## src/rtl/quadrature_emulator_if.sv

```systemverilog
// Host-side channels and encoder pins of the quadrature emulator.
// master = command source / pin consumer, slave = emulator.
interface quadrature_emulator_if #(
  parameter int DIV_W  = 16,
  parameter int STEP_W = 8,
  parameter int PB_W   = 12
);
  logic              cmd_valid;
  logic              cmd_ready;
  logic              cmd_dir;
  logic [STEP_W-1:0] cmd_steps;
  logic [DIV_W-1:0]  phase_cycles;
  logic              done;
  logic              pb_valid;
  logic              pb_ready;
  logic [PB_W-1:0]   pb_hold;
  logic              A;
  logic              B;
  logic              PB;

  modport master (
    output cmd_valid, cmd_dir, cmd_steps, phase_cycles, pb_valid, pb_hold,
    input  cmd_ready, done, pb_ready, A, B, PB
  );

  modport slave (
    input  cmd_valid, cmd_dir, cmd_steps, phase_cycles, pb_valid, pb_hold,
    output cmd_ready, done, pb_ready, A, B, PB
  );
endinterface

```

## src/rtl/quadrature_emulator.sv

```systemverilog
// Rotary-encoder waveform generator: emits Gray-coded A/B detent cycles and
// timed active-low pushbutton presses from two independent valid/ready channels.
module quadrature_emulator #(
  parameter int DIV_W  = 16,
  parameter int STEP_W = 8,
  parameter int PB_W   = 12
) (
  input logic                 clk,
  input logic                 rstn,
  quadrature_emulator_if.slave bus
);

  typedef enum logic {S_IDLE, S_RUN}   step_state_e;
  typedef enum logic {P_IDLE, P_PRESS} pb_state_e;

  step_state_e       step_state_q, step_state_d;
  logic [DIV_W-1:0]  phase_cnt_q, phase_cnt_d;
  logic [DIV_W-1:0]  reload_q, reload_d;
  logic [STEP_W-1:0] steps_q, steps_d;
  logic [1:0]        quarter_q, quarter_d;
  logic              dir_q, dir_d;
  logic              a_q, a_d;
  logic              b_q, b_d;
  logic              done_q, done_d;

  pb_state_e         pb_state_q, pb_state_d;
  logic [PB_W-1:0]   pb_cnt_q, pb_cnt_d;
  logic              pb_q, pb_d;

  logic              cmd_accept;
  logic              pb_accept;
  logic [DIV_W-1:0]  phase_m1;
  logic [PB_W-1:0]   hold_m1;

  // CW order is 10,11,01,00; CCW is the same walk with A and B swapped.
  function automatic logic [1:0] quad_code(input logic dir, input logic [1:0] quarter);
    logic [1:0] cw;
    case (quarter)
      2'd0:    cw = 2'b10;
      2'd1:    cw = 2'b11;
      2'd2:    cw = 2'b01;
      default: cw = 2'b00;
    endcase
    return dir ? cw : {cw[0], cw[1]};
  endfunction

  assign bus.cmd_ready = (step_state_q == S_IDLE) && rstn;
  assign bus.pb_ready  = (pb_state_q == P_IDLE) && rstn;
  assign bus.done      = done_q;
  assign bus.A         = a_q;
  assign bus.B         = b_q;
  assign bus.PB        = pb_q;

  assign cmd_accept = bus.cmd_valid && bus.cmd_ready;
  assign pb_accept  = bus.pb_valid && bus.pb_ready;

  // Zero lengths behave as one cycle, so the reload value saturates at 0.
  assign phase_m1 = (bus.phase_cycles == '0) ? '0 : bus.phase_cycles - 1'b1;
  assign hold_m1  = (bus.pb_hold == '0) ? '0 : bus.pb_hold - 1'b1;

  always_comb begin
    step_state_d = step_state_q;
    phase_cnt_d  = phase_cnt_q;
    reload_d     = reload_q;
    steps_d      = steps_q;
    quarter_d    = quarter_q;
    dir_d        = dir_q;
    done_d       = 1'b0;
    case (step_state_q)
      S_IDLE: begin
        if (cmd_accept) begin
          if (bus.cmd_steps == '0) begin
            done_d = 1'b1;
          end else begin
            step_state_d = S_RUN;
            dir_d        = bus.cmd_dir;
            reload_d     = phase_m1;
            phase_cnt_d  = phase_m1;
            steps_d      = bus.cmd_steps;
            quarter_d    = 2'd0;
          end
        end
      end
      S_RUN: begin
        if (phase_cnt_q != '0) begin
          phase_cnt_d = phase_cnt_q - 1'b1;
        end else begin
          phase_cnt_d = reload_q;
          quarter_d   = quarter_q + 2'd1;
          // Leaving the 00 detent closes one step; the last one ends the command.
          if (quarter_q == 2'd3) begin
            steps_d = steps_q - 1'b1;
            if (steps_q == STEP_W'(1)) begin
              step_state_d = S_IDLE;
              done_d       = 1'b1;
            end
          end
        end
      end
      default: step_state_d = S_IDLE;
    endcase
    {a_d, b_d} = (step_state_d == S_RUN) ? quad_code(dir_d, quarter_d) : 2'b00;
  end

  always_comb begin
    pb_state_d = pb_state_q;
    pb_cnt_d   = pb_cnt_q;
    case (pb_state_q)
      P_IDLE: begin
        if (pb_accept) begin
          pb_state_d = P_PRESS;
          pb_cnt_d   = hold_m1;
        end
      end
      P_PRESS: begin
        if (pb_cnt_q != '0) begin
          pb_cnt_d = pb_cnt_q - 1'b1;
        end else begin
          pb_state_d = P_IDLE;
        end
      end
      default: pb_state_d = P_IDLE;
    endcase
    pb_d = (pb_state_d != P_PRESS);
  end

  always_ff @(posedge clk) begin
    if (!rstn) begin
      step_state_q <= S_IDLE;
      phase_cnt_q  <= '0;
      reload_q     <= '0;
      steps_q      <= '0;
      quarter_q    <= 2'd0;
      dir_q        <= 1'b0;
      a_q          <= 1'b0;
      b_q          <= 1'b0;
      done_q       <= 1'b0;
      pb_state_q   <= P_IDLE;
      pb_cnt_q     <= '0;
      pb_q         <= 1'b1;
    end else begin
      step_state_q <= step_state_d;
      phase_cnt_q  <= phase_cnt_d;
      reload_q     <= reload_d;
      steps_q      <= steps_d;
      quarter_q    <= quarter_d;
      dir_q        <= dir_d;
      a_q          <= a_d;
      b_q          <= b_d;
      done_q       <= done_d;
      pb_state_q   <= pb_state_d;
      pb_cnt_q     <= pb_cnt_d;
      pb_q         <= pb_d;
    end
  end

endmodule

```

## src/flat_wrapper.sv

```systemverilog
// flat-port wrapper written by rule: the top's interface ports become plain ports
module quadrature_emulator_flat 
#(
  parameter int DIV_W  = 16,
  parameter int STEP_W = 8,
  parameter int PB_W   = 12
)
  (clk, rstn, bus_cmd_valid, bus_cmd_dir, bus_cmd_steps, bus_phase_cycles, bus_pb_valid, bus_pb_hold, bus_cmd_ready, bus_done, bus_pb_ready, bus_A, bus_B, bus_PB);
  quadrature_emulator_if #(.DIV_W(DIV_W), .STEP_W(STEP_W), .PB_W(PB_W)) bus_i ();
  input logic clk;
  input logic rstn;
  input wire logic [$bits(bus_i.cmd_valid)-1:0] bus_cmd_valid;
  input wire logic [$bits(bus_i.cmd_dir)-1:0] bus_cmd_dir;
  input wire logic [$bits(bus_i.cmd_steps)-1:0] bus_cmd_steps;
  input wire logic [$bits(bus_i.phase_cycles)-1:0] bus_phase_cycles;
  input wire logic [$bits(bus_i.pb_valid)-1:0] bus_pb_valid;
  input wire logic [$bits(bus_i.pb_hold)-1:0] bus_pb_hold;
  output wire logic [$bits(bus_i.cmd_ready)-1:0] bus_cmd_ready;
  output wire logic [$bits(bus_i.done)-1:0] bus_done;
  output wire logic [$bits(bus_i.pb_ready)-1:0] bus_pb_ready;
  output wire logic [$bits(bus_i.A)-1:0] bus_A;
  output wire logic [$bits(bus_i.B)-1:0] bus_B;
  output wire logic [$bits(bus_i.PB)-1:0] bus_PB;
  assign bus_i.cmd_valid = bus_cmd_valid;
  assign bus_i.cmd_dir = bus_cmd_dir;
  assign bus_i.cmd_steps = bus_cmd_steps;
  assign bus_i.phase_cycles = bus_phase_cycles;
  assign bus_i.pb_valid = bus_pb_valid;
  assign bus_i.pb_hold = bus_pb_hold;
  assign bus_cmd_ready = bus_i.cmd_ready;
  assign bus_done = bus_i.done;
  assign bus_pb_ready = bus_i.pb_ready;
  assign bus_A = bus_i.A;
  assign bus_B = bus_i.B;
  assign bus_PB = bus_i.PB;
  quadrature_emulator #(.DIV_W(DIV_W), .STEP_W(STEP_W), .PB_W(PB_W)) u_core (.clk(clk), .rstn(rstn), .bus(bus_i));
endmodule
```

## config.mk

```make
export PLATFORM = sky130hd
export DESIGN_NAME = quadrature_emulator_flat
export DESIGN_NICKNAME = d
export VERILOG_FILES = /design/src/rtl/quadrature_emulator_if.sv /design/src/rtl/quadrature_emulator.sv /design/src/flat_wrapper.sv
export SDC_FILE = /design/constraint.sdc
export NUM_CORES = 1
export LEC_CHECK = 0
export ABC_AREA = 0
export CAP_MARGIN = 5
export CORE_MARGIN = 4
export CORE_UTILIZATION = 30
export DETAILED_ROUTE_END_ITERATION = 12
export PLACE_DENSITY = 0.5
export SYNTH_ARGS = -nofsm -noshare
export SYNTH_HDL_FRONTEND = slang
export SYNTH_SLANG_ARGS = --single-unit
```

## constraint.sdc

```tcl
create_clock -name clk -period 6.4 [get_ports clk]
set_input_delay 0.96 -clock clk [delete_from_list [all_inputs] [get_ports clk]]
set_output_delay 0.96 -clock clk [all_outputs]
set_load 0.02 [all_outputs]
```

==> After elaboration in Yosys (flattened, before gate mapping) <==
Cells that the tools add are included.
{ "word_totals": {"inputBits": 41, "wordCells": 85, "ff_bits": 61} }
{ "op_classes": {"n_reduce_logical": 15, "eq_ne": 10, "bitwise": 4, "n_addsub": 6, "n_mux": 38} }
{ "ops": {"columns": ["operator", "n"], "rows": [
  ["$mux W16", 4],
  ["$mux W12", 3],
  ["$mux W8", 4],
  ["$pmux W16 S2", 1],
  ["$sub A16 B1 Y16 const B", 2],
  ["$pmux W12 S2", 1],
  ["$sub A12 B1 Y12 const B", 2],
  ["$logic_not A16 Y1", 1],
  ["$pmux W8 S2", 1],
  ["$reduce_bool A16 Y1", 1],
  ["$mux W1", 15],
  ["$logic_not A12 Y1", 1],
  ["$reduce_bool A12 Y1", 1],
  ["$eq A8 B1 Y1 const B", 1],
  ["$logic_not A8 Y1", 1],
  ["$mux W2", 4],
  ["$ne A2 B2 Y1 const B", 4],
  ["$sub A8 B1 Y8 const B", 1],
  ["$pmux W1 S2", 3],
  ["$pmux W2 S3", 1],
  ["$reduce_and A2 Y1", 3],
  ["$eq A2 B2 Y1 const B", 2],
  ["$logic_and A1 B1 Y1", 4],
  ["$ne A2 B1 Y1 const B", 2],
  ["other kinds (7)", 10]
]} }

==> Logic depth before layout (Yosys ltp) <==
Gate-level depths: netlist (run 1).
{ "logic_depth": {"word_depth": 8, "ltp_mapped": 11, "mapped_depth_nobuf": 11} }

==> Worst setup path before layout (run 1) <==
No wires, ideal clock.
{ "synth_timing": {"path_type": "input-to-reg", "startpoint": "in bus_phase_cycles[0]", "endpoint": "reg u_core.phase_cnt_q[1]", "n_path_buf": 0, "arrival_ns": 2.882, "setup_time_ns": 0.139, "path_stages": 8, "slack_ns": 3.379, "path_cell_list": "inv_1 ha_1 or4b_2 or4_1 nand2b_1 o21ai_0 a211oi_1 a211oi_2"} }
{ "synth_via": {"elab_chain_cells": 5, "word_cells_on_any_way": 6} }
{ "synth_rtl": {"columns": ["element", "line_no", "rtl"], "rows": [
  ["from (decl)", "flat_wrapper.sv:15", "input wire logic [$bits(bus_i.phase_cycles)-1:0] bus_phase_cycles;"],
  ["$sub A16 B1 Y16 / $logic_not A16 Y1 (equally long branches)", "quadrature_emulator.sv:58", "assign phase_m1 = (bus.phase_cycles == '0) ? '0 : bus.phase_cycles - 1'b1;"],
  ["$mux W16 *", "quadrature_emulator.sv:58", null],
  ["$mux W16 *", "quadrature_emulator.sv:72", "if (bus.cmd_steps == '0) begin"],
  ["$mux W16 *", "quadrature_emulator.sv:71", "if (cmd_accept) begin"],
  ["$pmux W16 S2 *", "quadrature_emulator.sv:69", "case (step_state_q)"],
  ["to (signal assigned)", "quadrature_emulator.sv:143", "phase_cnt_q <= phase_cnt_d;"],
  ["to (decl)", "quadrature_emulator.sv:17", "logic [DIV_W-1:0] phase_cnt_q, phase_cnt_d;"]
]} }
Every way passes the cells marked *; elsewhere a longest branch is shown, timed or not. The select of a mux whose other input is x is not followed.
A chain may end at the register's enable or synchronous reset.

==> Worst setup path after layout (run 1) <==
{ "layout_timing": {"startpoint": "in rstn", "endpoint": "out bus_cmd_ready"} }
{ "layout_via": {"elab_chain_cells": 1} }
{ "layout_rtl": {"columns": ["element", "line_no", "rtl"], "rows": [
  ["from (decl)", "flat_wrapper.sv:11", "input logic rstn;"],
  ["$logic_and A1 B1 Y1", "quadrature_emulator.sv:47", "assign bus.cmd_ready = (step_state_q == S_IDLE) && rstn;"],
  ["to (decl)", "flat_wrapper.sv:18", "output wire logic [$bits(bus_i.cmd_ready)-1:0] bus_cmd_ready;"]
]} }
Every way passes these cells.

==> impl_metrics.ini, run 1 <==
[critical_path]
arrival_ps = 2930
worstPathMaxFanout = 21
r2r_setup_slack_ps = 3360
path_class = in -> out
start_kind = primary input
cp_data_required_time_ps = 5440
cp-startpoint = rstn
cp-end-kind = output pin
r2r_end = u_core.bus.A
reg2reg_from = u_core.phase_cnt_q[0]
rr_worst_depth = 10

[synthesis]
yosys.area.top_type = dfxtp_1
synth_area_per_cell_sq_um = 7.700
synthTopCellsByArea = dfxtp_1 (32%), a21oi_1 (5.9%), nand2_1 (5.1%)
yosysSeqAreaShare_pct = 31.78
synth-edff-count = 0
syn_area_sq_um = 3842
post-synth-top-count-cell = dfxtp_1
synth_commonest_cells = dfxtp_1 (61), nand2_1 (52), nor2_1 (50)
yosys_register_bits = 61
ys_async_sr_fraction_pct = 0
synth_cell_types = 62
synth_nets = 552
syn_inst = 499
yosysWarnings = 0
netlist.area_leader.share_pct = 31.78
yosys_most_used_dff = dfxtp_1

[sta]
fin_crit_ps = 3889
rsz0062_at_grt = no
skew_ps = 5.463
worstMarginPinSlew_ps = 1020
slew_viol_final = 0
hold_violations = 0
worst_slack_ps = 2511
setup_tns_ps = 0
max_freq_mhz = 257.1
setup_viol = 0
slew_headroom_pct = 31.10
period_share_pct = 60.77

[clock_network]
cts_setup_buffers = 0
clk_pin_slew_worst_paths_ps = 50
cts_resized = 0
cts_buffers = 9
cts_hold_buf = 0
insertion_delay_ps = 330
cts_buffer_depth = 2
cts_tree = done
cts-htree-levels = 3
cts-root-buf = clkbuf_16
cts.sinks = 61

[min_path]
holdPathEnd = u_core.reload_q[5]
worstHoldStart = u_core.reload_q[5]
min_path_type = reg -> reg
hold_depth = 2

[power]
netSwitchingPower_mw = 0.3599
p_comb_share_pct = 22.5
p_clk_share_pct = 41.1
leakage_nw = 1.799
ir_worst_vdd_uv = 116.4
p_sw_share_pct = 29.57
seqPwrFrac_pct = 36.4
powerDensity_nw_per_um2 = 255.3
cell_internal_pwr_mw = 0.8569

[place]
dp_cells = 700
dp_hpwl_um = 7834
gp_congestion = 0.8515
place_ws_ps = 2300
portBuffers = 46

[die]
die_w_um = 121.2
coreArea_sq_um = 12570
die_h_um = 121.2
initial_core_util_pct = 30.57
dieArea_sq_um = 14680
fp-row-count = 41
io_pins = 47

[grt]
grt-ovfl-total = 0
antenna_found_initial = 0
grt_max_degree = 46
grt_pass1_wl_um = 18070
grt_pass1_vias = 3674
track_usage_pct = 15.17

[finish]
finish.net_count = 592
stdcell_count = 716
drive_gt1_share_pct = 6.801
diodes = 0
syn2layout_area_growth_pct = 24.03
fillers = 1291

[status]
status = finished clean

[routing]
drc = 0
routed_wl_um = 10750
drt_iter0_markers = 197
wl_per_cell_um = 15.02
routed-via-count = 3792
antenna_left = 0
viasPerCell = 5.296
dr.pass1.iters = 5

[run]
max_cap_violations = 0
flip-flops by register name, summed over array words and instances, names as in the netlist:
register,flops
u_core.dir_q,1
u_core.phase_cnt_q,16
u_core.bus.PB,1
u_core.bus.A,1
u_core.reload_q,16
u_core.pb_cnt_q,12
u_core.step_state_q,1
u_core.steps_q,8
u_core.bus.done,1
u_core.bus.B,1
u_core.quarter_q,2
u_core.pb_state_q,1
how the worst max path moves through the flow:
stage / depth (start not counted) / slack, ps / end
3_3_place_gp: 9 / 2390 / u_core.bus.B
4_1_cts: 4 / 2500 / bus_cmd_ready
5_1_grt: 4 / 2290 / bus_pb_ready
6_report: 4 / 2510 / bus_cmd_ready
3_5_place_dp: 9 / 2300 / u_core.bus.B
2_1_floorplan: 8 / 3380 / u_core.phase_cnt_q[1]
logic make-up (layout without fill, tap and decap cells):
kind of cell,count (synthesis),count (layout),share of synthesized area (%)
compound gates,149,149,25.63
simple gates,202,202,26.67
buf+inv,44,89,4.754
flops,61,61,31.78
fa+ha+maj,12,12,3.907
mux,5,5,1.335
xor+xnor,26,26,5.926
per-stage QoR:
step                hold WS, ps  total power, mW  area (sq um)  util [%]
CTS                       454.3            1.228          4766     37.92
finish                    451.8            1.217          4766     37.92
global placement          442.2           0.7211          4453     35.43
global route              471.9            1.285          4766     37.92
floorplan                 432.2           0.6295          3842         -
detailed placement        447.6           0.7203          4453     35.43
power groups by stage:
stage / Combinational, mW / Sequential, mW / Clock, mW
detailed placement: 0.271 / 0.449 / 0
global route: 0.307 / 0.446 / 0.533
finish: 0.274 / 0.442 / 0.501
floorplan: 0.189 / 0.440 / 0
CTS: 0.274 / 0.441 / 0.513
global placement: 0.272 / 0.449 / 0
layer usage:
metal | wire, um | part of all wire, % | vias up | GRT usage (%)
met5 | 0 | 0 | - | 0
met4 | 119 | 1.1 | 0 | 4.342
met3 | 626 | 5.8 | 10 | 3.590
met2 | 4936 | 46 | 102 | 24.35
met1 | 5068 | 47 | 1754 | 20.36
li1 | - | - | 1926 | -
area by class of cell:
| type | instances | area [sq um] | share of cell area [%] |
|---|---|---|---|
| multi-input combinational | 394 | 2444 | 51.27 |
| sequential | 61 | 1221 | 25.62 |
| timing repair buffer | 49 | 483.0 | 10.13 |
| clock buffer | 13 | 270.3 | 5.671 |
| tap | 172 | 215.2 | 4.516 |
| inverter | 24 | 90.09 | 1.890 |
| clock inverter | 3 | 42.54 | 0.8926 |
worst max-delay path: stages:
cell             delay, ps
clkdlybuf4s50_1        950
nand2b_1               220
inv_1                  150
clkdlybuf4s50_1        640
placed cells by master, fill, tap and decap left out, types with 3 or more instances in the layout:
master	synthesis	routed
dfxtp_1	61	61
nand2_1	52	52
nor2_1	50	50
clkdlybuf4s50_1	0	46
a21oi_1	45	45
o21ai_0	30	30
nor3_1	28	28
inv_1	23	23
nand3_1	16	16
xor2_1	15	15
nor4_1	12	12
ha_1	12	12
xnor2_1	11	11
or4_1	10	10
clkbuf_16	0	9
or3_1	8	8
a22oi_1	8	8
a211oi_1	8	7
nor2b_1	6	6
a31oi_1	5	5
o32ai_1	5	5
o22ai_1	5	5
o31ai_1	5	5
nand2b_1	4	4
a32oi_1	4	4
mux2i_1	4	4
a22o_1	3	3
o21bai_1	3	3
o21ai_1	3	3
a221oi_1	3	3
o221ai_1	3	3
clkbuf_8	0	3
buf_4	0	3
No activity file was read; power rests on OpenSTA's default activity.
==> run 2: changes to the inputs <==
==> constraint.sdc (replaced) <==
create_clock -name clk -period 3.6 [get_ports clk]
set_input_delay 0.54 -clock clk [delete_from_list [all_inputs] [get_ports clk]]
set_output_delay 0.54 -clock clk [all_outputs]
set_load 0.02 [all_outputs]
==> run 2 against run 1 <==
Sequential power increased by 78%. Global-route usage increased by 0.11 points. Largest cell class unchanged. Count of clock-buffer cells in the layout decreased by 2. Highest routed layer unchanged. Largest power group unchanged. Critical path type is now in -> reg. Clock power up 84%.
==> impl_metrics.ini, run 2 (same netlist as run 1, synthesis figures left out) <==
[status]
status = finished clean

[finish]
fillers = 1301
drive_gt1_share_pct = 7.985
seqCellArea_sq_um = 1221
layout_commonest_cell = dfxtp_1
design_area_sq_um = 4828
diodes = 0
top_regs = u_core.phase_cnt_q x16, u_core.reload_q x16, u_core.pb_cnt_q x12
final_cell_mix = dfxtp_1 (61), nand2_1 (52), nor2_1 (50)
finish.net_count = 600
syn2layout_area_growth_pct = 25.66
utilization_pct = 38.42
multi_input_area_sq_um = 2444

[routing]
routed-via-count = 3821
dr.pass1.iters = 5
wl_per_cell_um = 14.95
routed_wl_um = 10810
viasPerCell = 5.285
antenna_left = 0
drc = 0
drt_iter0_markers = 225

[power]
leakage_nw = 1.838
powerDensity_nw_per_um2 = 455.9
ir_worst_vdd_uv = 227.9

[sta]
max_freq_mhz = 327.9
slew_viol_final = 0
rsz0062_at_grt = no
worstMarginPinSlew_ps = 1036
fin_crit_ps = 3050
setup_tns_ps = 0
hold_violations = 0
period_share_pct = 84.71
skew_ps = 5.244
whs_ps = 451.4
slew_headroom_pct = 30.78
worst_slack_ps = 550.5
setup_viol = 0

[clock_network]
cts-htree-levels = 3
cts_setup_buffers = 0
clk_pin_slew_worst_paths_ps = 50
cts.sinks = 61
cts-root-buf = clkbuf_16
cts_buffers = 9
cts_resized = 0
cts_buffer_depth = 2
cts_tree = done
insertion_delay_ps = 330
cts_hold_buf = 0

[place]
portBuffers = 46
dpl_cell_area_sq_um = 4513
dp_hpwl_um = 8039
place_ws_ps = 221.6
gp_congestion = 0.8533

[die]
die_h_um = 121.2
io_pins = 47
dieArea_sq_um = 14680
coreArea_sq_um = 12570
fp-row-count = 41
initial_core_util_pct = 30.57
die_w_um = 121.2

[critical_path]
start_kind = primary input
arrival_ps = 3250
cp-end-kind = flop
cp_data_required_time_ps = 3800
path_class = in -> reg
cp-startpoint = bus_phase_cycles[0]
worstPathMaxFanout = 6
reg2reg_from = u_core.phase_cnt_q[0]

[run]
max_cap_violations = 0

[grt]
grt-ovfl-total = 0
grt_max_degree = 45
grt_pass1_wl_um = 18430
track_usage_pct = 15.29
antenna_found_initial = 0
grt_pass1_vias = 3787

[min_path]
min_path_type = reg -> reg
worstHoldStart = u_core.reload_q[5]
-- run 2: worst paths after layout --
path                                end  slack, ps  cells past startpoint
hold / removal       u_core.reload_q[5]        450                      2
setup reg to reg           u_core.bus.B        850                     11
hold reg to reg      u_core.reload_q[5]        450                      2
setup / recovery  u_core.phase_cnt_q[2]        550                      9
-- run 2: final cells by class --
type,count,share of cell area [%]
Inverter,24,1.866
Sequential cell,61,25.29
Tap cell,172,4.457
Multi-Input combinational cell,394,50.61
Clock inverter,4,1.503
Clock buffer,11,5.027
Timing Repair Buffer,57,11.25
-- run 2: metal layers --
| metal | global-route usage, % | up-vias | routed length, um |
|---|---|---|---|
| met5 | 0 | - | 0 |
| met4 | 4.832 | 0 | 139 |
| met3 | 2.890 | 13 | 419 |
| met2 | 24.66 | 86 | 4942 |
| met1 | 20.66 | 1790 | 5305 |
| li1 | - | 1932 | - |
-- run 2: stage by stage --
| stage | std cells | power [mW] |
|---|---|---|
| after floorplan | 499 | 1.119 |
| after global placement | 708 | 1.289 |
| after detailed placement | 708 | 1.289 |
| after CTS | 723 | 2.219 |
| after global routing | 723 | 2.313 |
| final | 723 | 2.201 |
-- run 2: worst max-delay path, cell delays in order --
cell,delay (ps)
clkdlybuf4s50_1,500
inv_1,130
ha_1,250
or4b_2,680
or4_1,600
nand2_1,150
a21oi_1,80
a221oi_1,240
nor3_1,80
-- run 2: power breakdown --
group          switching (mW)  total, mW  internal, mW
Combinational           0.288      0.495         0.207
Sequential             0.0531      0.785         0.732
Clock                   0.302      0.921         0.619
